## src/rtl/struct_lane_serializer.sv

```systemverilog
// struct_lane_serializer
// Takes one packed word of LANES {last, middle, first} records and streams the
// records out one per handshake, lane 0 first. Each record's first/last fields
// are checked against its lane position, and mismatching records are counted.

module struct_lane_serializer #(
    parameter int unsigned LANES   = 4,
    parameter int unsigned FIRST_W = 2,
    parameter int unsigned MID_W   = 4,
    parameter int unsigned LAST_W  = 2
) (
    input  logic                                          clk,
    input  logic                                          rst,
    input  logic                                          in_valid,
    output logic                                          in_ready,
    input  logic [LANES*(FIRST_W+MID_W+LAST_W)-1:0]        in_all,
    output logic                                          out_valid,
    input  logic                                          out_ready,
    output logic [FIRST_W-1:0]                            out_first,
    output logic [MID_W-1:0]                              out_middle,
    output logic [LAST_W-1:0]                             out_last,
    output logic [$clog2(LANES)-1:0]                      out_lane,
    output logic                                          out_eop,
    output logic                                          out_err,
    output logic [7:0]                                    err_count
);

    localparam int unsigned REC_W  = FIRST_W + MID_W + LAST_W;
    localparam int unsigned WORD_W = LANES * REC_W;
    localparam int unsigned LANE_W = $clog2(LANES);
    localparam int unsigned CNT_W  = 8;

    typedef enum logic [0:0] {
        IDLE = 1'b0,
        SEND = 1'b1
    } state_t;

    state_t              r_state;
    logic [LANE_W-1:0]   r_lane;
    logic [WORD_W-1:0]   r_word;
    logic [CNT_W-1:0]    r_err_count;

    logic [REC_W-1:0]    w_rec;
    logic [FIRST_W-1:0]  w_first;
    logic [MID_W-1:0]    w_middle;
    logic [LAST_W-1:0]   w_last;
    logic [FIRST_W-1:0]  w_exp_first;
    logic [LAST_W-1:0]   w_exp_last;
    logic                w_mismatch;
    logic                w_lane_last;
    logic                w_send;
    logic                w_in_xfer;
    logic                w_out_xfer;

    // Select the record addressed by the current lane from the captured word
    always_comb begin
        w_rec = '0;
        for (int k = 0; k < int'(LANES); k++) begin
            if (r_lane == LANE_W'(k)) begin
                w_rec = r_word[k*REC_W +: REC_W];
            end
        end
    end

    assign w_first  = w_rec[FIRST_W-1:0];
    assign w_middle = w_rec[FIRST_W +: MID_W];
    assign w_last   = w_rec[REC_W-1 -: LAST_W];

    // Index fields a well-formed record carries at this lane position
    assign w_exp_first = FIRST_W'(r_lane);
    assign w_exp_last  = LAST_W'(32'(LANES - 1) - 32'(r_lane));
    assign w_mismatch  = (w_first != w_exp_first) || (w_last != w_exp_last);

    assign w_send      = (r_state == SEND);
    assign w_lane_last = (r_lane == LANE_W'(LANES - 1));

    // Ready in IDLE, or on the final-lane transfer so words can run back-to-back
    assign in_ready   = !rst && ((r_state == IDLE) || (w_send && w_lane_last && out_ready));
    assign w_in_xfer  = in_valid && in_ready;
    assign w_out_xfer = w_send && out_ready;

    assign out_valid  = w_send;
    assign out_first  = w_first;
    assign out_middle = w_middle;
    assign out_last   = w_last;
    assign out_lane   = r_lane;
    assign out_eop    = w_send && w_lane_last;
    assign out_err    = w_send && w_mismatch;
    assign err_count  = r_err_count;

    // Capture/sequence FSM plus saturating error counter
    always_ff @(posedge clk) begin
        if (rst) begin
            r_state     <= IDLE;
            r_lane      <= '0;
            r_word      <= '0;
            r_err_count <= '0;
        end else begin
            case (r_state)
                IDLE: begin
                    if (w_in_xfer) begin
                        r_word  <= in_all;
                        r_lane  <= '0;
                        r_state <= SEND;
                    end
                end
                SEND: begin
                    if (w_out_xfer) begin
                        if (!w_lane_last) begin
                            r_lane <= r_lane + LANE_W'(1);
                        end else if (w_in_xfer) begin
                            r_word <= in_all;
                            r_lane <= '0;
                        end else begin
                            r_lane  <= '0;
                            r_state <= IDLE;
                        end
                    end
                end
                default: begin
                    r_state <= IDLE;
                    r_lane  <= '0;
                end
            endcase

            if (w_out_xfer && w_mismatch && (r_err_count != {CNT_W{1'b1}})) begin
                r_err_count <= r_err_count + CNT_W'(1);
            end
        end
    end

endmodule

```

## config.mk

```make
export PLATFORM = sky130hd
export DESIGN_NAME = struct_lane_serializer
export DESIGN_NICKNAME = d
export VERILOG_FILES = /design/src/rtl/struct_lane_serializer.sv
export SDC_FILE = /design/constraint.sdc
export NUM_CORES = 1
export LEC_CHECK = 0
export ABC_AREA = 1
export CAP_MARGIN = 25
export CORE_AREA = 2 2 88 90
export DETAILED_ROUTE_END_ITERATION = 16
export DIE_AREA = 0 0 90 92
export DONT_BUFFER_PORTS = 1
export PLACE_DENSITY_LB_ADDON = 0.3
export SLEW_MARGIN = 25
export SYNTH_ARGS = -nofsm -noshare
export SYNTH_HDL_FRONTEND = slang
export SYNTH_SLANG_ARGS = --single-unit
```

## constraint.sdc

```tcl
create_clock -name clk -period 2.1 [get_ports clk]
set_input_delay 0.42 -clock clk [delete_from_list [all_inputs] [get_ports clk]]
set_output_delay 0.42 -clock clk [all_outputs]
set_load 0.02 [all_outputs]
```

After elaboration in Yosys (flattened, before gate mapping)
Cells that the tools add are included.
{ "totals": {"input_bits": 36, "out_inout_bits": 22, "ff_bits": 43} }
{ "classes": {"n_addsub": 3, "bitwise_logic": 1, "reduce_logical": 14, "n_eq_ne": 9, "mux": 16} }
{ "ops": {"columns": ["operator", "n"], "rows": [
  ["$mux 32", 3],
  ["$pmux 32 s2", 1],
  ["$mux 8", 4],
  ["$add 8x1->8 const B", 1],
  ["$logic_and 1x1->1", 8],
  ["$ne 8x8->1 const B", 1],
  ["$mux 2", 3],
  ["$eq 2x2->1 const B", 2],
  ["$ne 2x1->1 const B", 2],
  ["$ne 2x2->1", 2],
  ["$pmux 2 s2", 1],
  ["$reduce_and 2->1", 2],
  ["$mux 1", 3],
  ["$add 2x1->2 const B", 1],
  ["$eq 2x1->1 const B", 1],
  ["$logic_not 2->1", 1],
  ["$logic_or 1x1->1", 2],
  ["$ne 2x2->1 const B", 1],
  ["$pmux 1 s2", 1],
  ["$sub 2x2->2 const A", 1],
  ["$logic_not 1->1", 1],
  ["$not 1->1", 1]
]} }

Longest topological paths before layout
Gate-level depths: netlist (run 1).
{ "depth": {"ltp_word": 10, "ltp_mapped": 15, "ltp_nobuf": 15} }

Least setup slack after synthesis (run 1)
OpenSTA, ideal clock, no wires.
{ "synth_path": {"path_kind": "register to output", "start": "register r_lane[0], in the netlist out_lane[0]", "end": "output port out_err", "path_stages_with_launch": 11, "path_slack_ns": -0.371, "arrival_time_ns": 2.051, "cell_sequence": "dfxtp_1 -> inv_1 -> ha_1 -> buf_6 -> a21oi_1 -> nand2_1 -> nand2_2 -> inv_1 -> nand2_1 -> nand2_2 -> a21boi_0"} }
{ "synth_between": {"elab_chain_cells": 8, "word_cells_on_any_way": 13} }
{ "synth_rtl": {"columns": ["item", "line", "text"], "rows": [
  ["start: declaration", "39", "logic [LANE_W-1:0] r_lane;"],
  ["start signal: assignment", "110", "r_lane <= r_lane + LANE_W'(1);"],
  ["$logic_not 2->1", "59", "if (r_lane == LANE_W'(k)) begin"],
  ["$mux 8 (3 in a row)", "59", null],
  ["$mux 8 (*)", "59", null],
  ["via out_first[1]", "19", "output logic [FIRST_W-1:0] out_first,"],
  ["$ne 2x2->1 (*)", "72", "assign w_mismatch = (w_first != w_exp_first) || (w_last != w_exp_last);"],
  ["$logic_or 1x1->1 (*)", "72", null],
  ["$logic_and 1x1->1 (*)", "88", "assign out_err = w_send && w_mismatch;"],
  ["end: declaration", "24", "output logic out_err,"]
]} }
Mark *: on every way through the listed nets, which the timed path passes. The rest lies on a longest branch.

Worst setup path after layout (run 1)
{ "layout_path": {"start": "register r_lane[1], in the netlist out_lane[1]", "end": "output port out_err"} }
{ "layout_between": {"elab_chain_cells": 8, "word_cells_on_any_way": 13} }
{ "layout_rtl": {"columns": ["item", "line"], "rows": [
  ["$logic_not 2->1", "59"],
  ["$mux 8 (4 in a row)", "59"],
  ["$ne 2x2->1", "72"],
  ["$logic_or 1x1->1 (*)", "72"],
  ["$logic_and 1x1->1 (*)", "88"]
]} }
Every way passes the cells marked *; elsewhere a longest branch is shown, timed or not.

==> flow_summary_export.csv, run 1 <==
group,metric,value,unit
status,status,"complete, but fails checks",
status,failed_checks,"setup timing",
timing,post-route-min-period,2150,ps
yosys,yosysTopAreaCell,"dfxtp_1",
detailed_routing,dr_total_vias,1962,
critical_path,reg2reg_depth,16,
run,drv_cap,0,
pwr,p_int,0.00135,W
layout,nets,371,
critical_path,worstReg2RegEnd,"err_count[4]",
pwr,seqPwrFrac,0.477,
yosys,avgSynthCellArea,6.97,um^2
pwr,clkPwrFrac,0.346,
critical_path,slowest_stage,"dfxtp_4",
timing,worst_hold_slack,172,ps
timing,skew,3.41,ps
yosys,seq_area_frac_synth,0.405,
global_route,gr-total-overflow,0,
floorplan,die_x,90,um
detailed_routing,top_layer,"met4",
global_route,antenna_found_initial,0,
clocking,clockBufferDepth,2,
pwr,power_switching,0.000528,W
placed_design,portBuffers,0,
min_path,hold_depth,1,
yosys,synth_seq_cells,43,
floorplan,core_area,0.00745,mm^2
timing,setup_slack,-52.1,ps
critical_path,crit_chain,"inv_4 > ha_4 > inv_6 > nand3_1 > nand2_1 > nand2_1 > nand2_2 > nor2_2 > nand2_2 > nand2_4 > a21boi_4",
floorplan,die_area,0.00828,mm^2
global_route,first_global_vias,1880,
detailed_routing,routed-wl-met2,2.44,mm
critical_path,cp.required,1680,ps
timing,hold_viol_final,0,
clocking,cts_max_level,2,
yosys,netlist_area,0.00213,mm^2
yosys,synth_cells,305,
timing,rsz0062_at_grt,"yes",
layout,stdcell_area,0.00269,mm^2
detailed_routing,vias_per_cell,4.53,
pwr,cellLeakagePower,1.20,nW
timing,slew_headroom,0.696,
layout,fill_cells,812,
clocking,cts_tree,"yes",
clocking,holdBufCountCts,0,
timing,drv_slew,0,
placed_design,dpl_cell_area,0.00238,mm^2
clocking,clk-insertion-delay-late,300,ps
clocking,clockRootBuffer,"clkbuf_8",
min_path,hp-start,"rst",
critical_path,startpoint_type,"register",
timing,fmax,465,MHz
global_route,grtUsageTotal,0.137,
critical_path,max_stage_delay,410,ps
pwr,irDropWorstVdd,0.247,mV
detailed_routing,wl_met3,311,um
floorplan,initial_utilization,0.285,
detailed_routing,dr.pass1.iters,4,
global_route,grt_start_max_net_pins,38,
critical_path,path_class,"reg2out",
detailed_routing,ant_nets,0,
clocking,cts_made_buffers,5,
min_path,min_path_type,"in2reg",
yosys,postSynthNetCount,346,
detailed_routing,routedWlPerCell,12.7,um
critical_path,crit_fanout,6,
critical_path,critical_path_arrival,1730,ps
timing,worst_pin_slew,455,ps
pwr,power_density,699,mW/mm^2
yosys,ys_types,31,
placed_design,finalWeightedCongestion,0.769,
clocking,clkTransAtPathRegs,80,ps
timing,setup_viol,1,
timing,finalCritPeriodShare,1.02,
pwr,p_comb_frac,0.177,
global_route,grt_pass1_wl,9.14,mm
placed_design,hpwlAfterDp,4.05,mm
layout,antenna-diode-count,0,
critical_path,r2r_setup_slack,110,ps
critical_path,cp-end-kind,"output pin",
floorplan,rows,32,
detailed_routing,wirelength_met1,2.67,mm
yosys,synth_top_cell_area_share,0.405,
yosys,synthTopCellsByArea,"dfxtp_1 40%, nand2_1 14%, inv_1 7.1%",
clocking,clock_sinks,43,
detailed_routing,first_iter_violations,98,
floorplan,io_pins,58,
layout,final_layout_size_suffix_gt1_frac,0.242,
floorplan,die_h,92,um
yosys,yosys_warnings,0,
detailed_routing,drt-total-wl,5.50,mm
layout,areaGrowthSynthToFinish,26.6,%
detailed_routing,drc_errors,0,
min_path,min_to,"out_lane[1]",
pwr,p_sw_frac,0.281,
critical_path,r2r-start,"out_lane[1]",
-- worst max-delay path by stage --
stage                      startpoint  slack (ps)         end  cells past startpoint
after global placement    out_lane[1]         120     out_err                     11
final                     out_lane[1]         -50     out_err                     11
after detailed placement  out_lane[0]          50  r_word[31]                      8
after global routing      out_lane[1]        -160     out_err                     11
after CTS                 out_lane[0]         -30     out_err                     10
after floorplan           out_lane[0]          50     out_err                     10
-- cells in the final DEF (no fill, tap or decap), types with 2 or more instances in the layout --
cell / synthesis / routed
a21oi_1: 29 / 29
a22oi_2: 0 / 4
buf_4: 1 / 28
buf_6: 2 / 2
clkbuf_8: 0 / 5
dfxtp_1: 43 / 41
dfxtp_4: 0 / 2
ha_4: 0 / 4
inv_1: 40 / 36
inv_2: 1 / 3
nand2_1: 80 / 77
nand2_2: 5 / 7
nand3_1: 24 / 22
nand3_2: 2 / 4
nand4_1: 4 / 4
nor2_1: 19 / 17
nor2_2: 3 / 5
o21ai_0: 19 / 18
o22ai_2: 0 / 2
xor2_1: 2 / 2
-- cell families after synthesis --
| logic type | Yosys count | share of synthesized area |
|---|---|---|
| simple gates | 142 | 0.300 |
| xor+xnor | 3 | 0.0124 |
| flops | 43 | 0.405 |
| compound gates | 57 | 0.144 |
| buf+inv | 55 | 0.110 |
| fa+ha+maj | 5 | 0.0294 |
-- power by group through the flow --
| stage | Sequential [W] | Combinational, W | Clock [W] |
|---|---|---|---|
| floorplan | 0.000918 | 0.000191 | 0 |
| global placement | 0.000915 | 0.000278 | 0 |
| detailed placement | 0.000915 | 0.000282 | 0 |
| CTS | 0.000895 | 0.000304 | 0.000667 |
| global route | 0.000902 | 0.000369 | 0.000707 |
| finish | 0.000896 | 0.000333 | 0.000651 |
-- Yosys cell counts, drive strengths merged --
cell and n:
nand4 4, a21oi 30, clkinv 1, nand2 86
a22oi 4, o22ai 3, o21ai 19, dfxtp 43
a21boi 1, xor2 2, or2 1, nand3 27
nor2 22, inv 41, nor3 2, clkbuf 5
buf 8, ha 5, xnor2 1
-- final cells by class --
class                   count  area (um^2)  share of cell area
repair buffers             31          253              0.0939
multi-input cells         207         1160               0.433
clock buffers               5         68.8              0.0256
well taps                 102          128              0.0474
inverters                  42          165              0.0614
flip-flops and latches     43          868               0.323
clock inverters             3         43.8              0.0163
-- critical path, delay by kind of cell, from the launching register on --
kind / cells / cell delay, ps
adder cells (fa/ha/maj): 1 / 190
AND/OR/NAND/NOR: 7 / 470
AO/OA/AOI/OAI: 1 / 220
flip-flops: 1 / 410
buffers and inverters: 2 / 140
-- repair_timing --
item	CTS	global route
setup endpoints to repair	5	19
buffers inserted	5	3
resized for setup	16	20
pin swaps	4	16
endpoints found under the hold margin	0	0
-- sequential cells by signal, summed over array words and instances (netlist names) --
register and cells:
err_count 8, out_valid 1, r_word 32, out_lane 2
-- layer usage --
metal | global-route usage | vias to the layer above
met5 | 0 | -
met4 | 0.0423 | 0
met3 | 0.0468 | 6
met2 | 0.211 | 34
met1 | 0.181 | 901
li1 | - | 1021
-- per-stage QoR --
stage / util / power, W / setup WS, ps / setup TNS (ps) / instances
6_report: 0.361 / 0.00188 / -52.1 / -52.1 / 433
4_1_cts: 0.347 / 0.00187 / -25.7 / -25.7 / 430
3_3_place_gp: 0.319 / 0.00119 / 122 / 0 / 417
3_5_place_dp: 0.319 / 0.00120 / 53.2 / 0 / 417
5_1_grt: 0.361 / 0.00198 / -160 / -385 / 433
2_1_floorplan: - / 0.00111 / 50.6 / 0 / 305
Power figures use the tool's default switching activity.
==> inputs of run 2 (changes only) <==
--- a/config.mk
+++ b/config.mk
@@ -7,9 +7,9 @@
 export LEC_CHECK = 0
 export ABC_AREA = 1
 export CAP_MARGIN = 25
-export CORE_AREA = 2 2 88 90
+export CORE_AREA = 2 2 63 65
 export DETAILED_ROUTE_END_ITERATION = 16
-export DIE_AREA = 0 0 90 92
+export DIE_AREA = 0 0 65 67
 export DONT_BUFFER_PORTS = 1
 export PLACE_DENSITY_LB_ADDON = 0.3
 export SLEW_MARGIN = 25
==> run 2 against run 1 <==
Against the previous run:
- the run still ends with setup timing left
- via count fell by 0.56%
- highest routed layer unchanged
- sequential share of layout area increased by 1.4 points
- clock skew rose by 2.1 ps
- largest cell class unchanged
- die area decreased by 47%
- clock power is 14% lower
- combinational power fell by 6.6%
- fmax is 1.2% lower
- final area decreased by 4.3%
- critical endpoint unchanged
- worst hold slack gained 4.7 ps
- sequential power up 1%
- wire length is 7.7% lower
==> flow_summary_export.csv, run 2 (synthesis results as in run 1) <==
group,metric,value,unit
timing,slew_headroom,0.675,
pwr,p_int,0.00125,W
status,failed_checks,"setup timing",
clocking,cts_max_level,2,
pwr,power_density,690,mW/mm^2
timing,hold_viol_final,0,
critical_path,crit_buf_inv,2,
global_route,antenna_found_initial,0,
timing,finalCritPeriodShare,1.04,
critical_path,critical_path_arrival,1760,ps
pwr,seqPwrFrac,0.511,
clocking,clk-insertion-delay-late,300,ps
clocking,clkTransAtPathRegs,80,ps
pwr,p_comb_frac,0.175,
global_route,gr-total-overflow,0,
layout,antenna-diode-count,0,
global_route,use_met3,0.0743,
layout,areaGrowthSynthToFinish,21.2,%
floorplan,die_x,65,um
pwr,p_sw_frac,0.295,
min_path,hold_depth,1,
critical_path,reg2reg_depth,14,
floorplan,rows,22,
global_route,grt.met2_usage,0.353,
global_route,grt_pass1_wl,7.57,mm
critical_path,path_class,"reg2out",
placed_design,portBuffers,0,
run,drv_cap,0,
global_route,grt_use_met1,0.305,
timing,drv_slew,0,
detailed_routing,dr.pass1.iters,4,
layout,nets,366,
layout,final_common_cell,"nand2_1",
critical_path,crit_fanout,8,
clocking,clockBufferDepth,2,
min_path,min_path_type,"in2reg",
critical_path,cp-end-kind,"output pin",
placed_design,hpwlAfterDp,3.39,mm
placed_design,finalWeightedCongestion,0.827,
pwr,power_switching,0.000523,W
layout,final_cell_mix,"76 x nand2_1, 41 x dfxtp_1, 35 x inv_1",
timing,setup_slack,-78.6,ps
floorplan,io_pins,58,
global_route,grt_start_max_net_pins,36,
layout,fill_cells,289,
timing,post-route-min-period,2180,ps
layout,largest_reg_flops,32,
pwr,clkPwrFrac,0.314,
timing,final.setup.tns,-95.1,ps
timing,worst_pin_slew,487,ps
detailed_routing,routedWlPerCell,13.6,um
critical_path,path_delay_family,"simple AND/OR/NAND/NOR gates",
status,status,"complete, but fails checks",
detailed_routing,drc_errors,0,
timing,skew,5.53,ps
floorplan,core_area,0.00361,mm^2
critical_path,startpoint_type,"register",
floorplan,initial_utilization,0.590,
detailed_routing,vias_per_cell,5.22,
timing,setup_viol,2,
clocking,clock_sinks,43,
detailed_routing,drt-total-wl,5.08,mm
global_route,first_global_vias,1669,
critical_path,crit_chain,"inv_6 > ha_4 > inv_6 > nand3_2 > nand2_1 > nand2_1 > nand2_2 > nor2_2 > nand2_2 > nand2_4 > a21boi_4",
floorplan,die_area,0.00436,mm^2
layout,final_layout_size_suffix_gt1_frac,0.248,
layout,largest_register,"r_word",
timing,fmax,459,MHz
detailed_routing,ant_nets,0,
floorplan,die_h,67,um
timing,rsz0062_at_grt,"yes",
detailed_routing,dr_total_vias,1951,
pwr,irDropWorstVdd,0.575,mV
clocking,cts_made_buffers,5,
clocking,holdBufCountCts,0,
global_route,grtUsageTotal,0.231,
pwr,cellLeakagePower,1.18,nW
clocking,cts_tree,"yes",
critical_path,path_depth,11,
critical_path,slowest_stage,"dfxtp_4",
detailed_routing,first_iter_violations,109,
global_route,busiest_layer,"met2",
clocking,clockRootBuffer,"clkbuf_8",
critical_path,max_stage_delay,400,ps
layout,utilization,0.714,
critical_path,cp.required,1680,ps
-- run 2: repair_timing --
item | CTS | global route
pin swaps | 10 | 13
resized for setup | 22 | 21
setup endpoints to repair | 7 | 6
buffers inserted | 8 | 1
-- run 2: worst paths after layout --
kind | to | start | slack [ps]
max | out_err | out_lane[1] | -80
min | out_lane[1] | rst | 180
max reg2reg | err_count[5] | out_lane[1] | 310
min reg2reg | r_word[30] | r_word[30] | 470
-- run 2: metrics by stage --
step           worst slack (ps)  cell area (um^2)  hold slack, ps  std cells  power, W
4_1_cts                   -36.6              2490             168        373   0.00176
5_1_grt                    -148              2580             177        374   0.00186
3_3_place_gp                105              2250             446        357   0.00117
2_1_floorplan              50.6              2140             425        305   0.00111
3_5_place_dp               90.1              2250             446        357   0.00118
6_report                  -78.6              2580             176        374   0.00178
-- run 2: area by class of cell --
cell class / count / area, um^2 / area share
multi-input cells: 207 / 1180 / 0.458
clock inverters: 2 / 16.3 / 0.00631
flip-flops and latches: 43 / 868 / 0.337
well taps: 48 / 60.1 / 0.0233
inverters: 42 / 168 / 0.0651
clock buffers: 6 / 82.6 / 0.0321
repair buffers: 26 / 203 / 0.0787
-- run 2: power groups by stage --
| stage | combinational, W | sequential (W) | clock, W |
|---|---|---|---|
| 4_1_cts | 0.000287 | 0.000905 | 0.000569 |
| 3_5_place_dp | 0.000257 | 0.000925 | 0 |
| 3_3_place_gp | 0.000251 | 0.000924 | 0 |
| 5_1_grt | 0.000340 | 0.000914 | 0.000607 |
| 2_1_floorplan | 0.000191 | 0.000918 | 0 |
| 6_report | 0.000311 | 0.000908 | 0.000558 |
-- run 2: per-layer routing --
layer,vias up,share of wire
met5,-,0
met4,0,0.013
met3,6,0.081
met2,69,0.46
met1,859,0.44
li1,1017,-
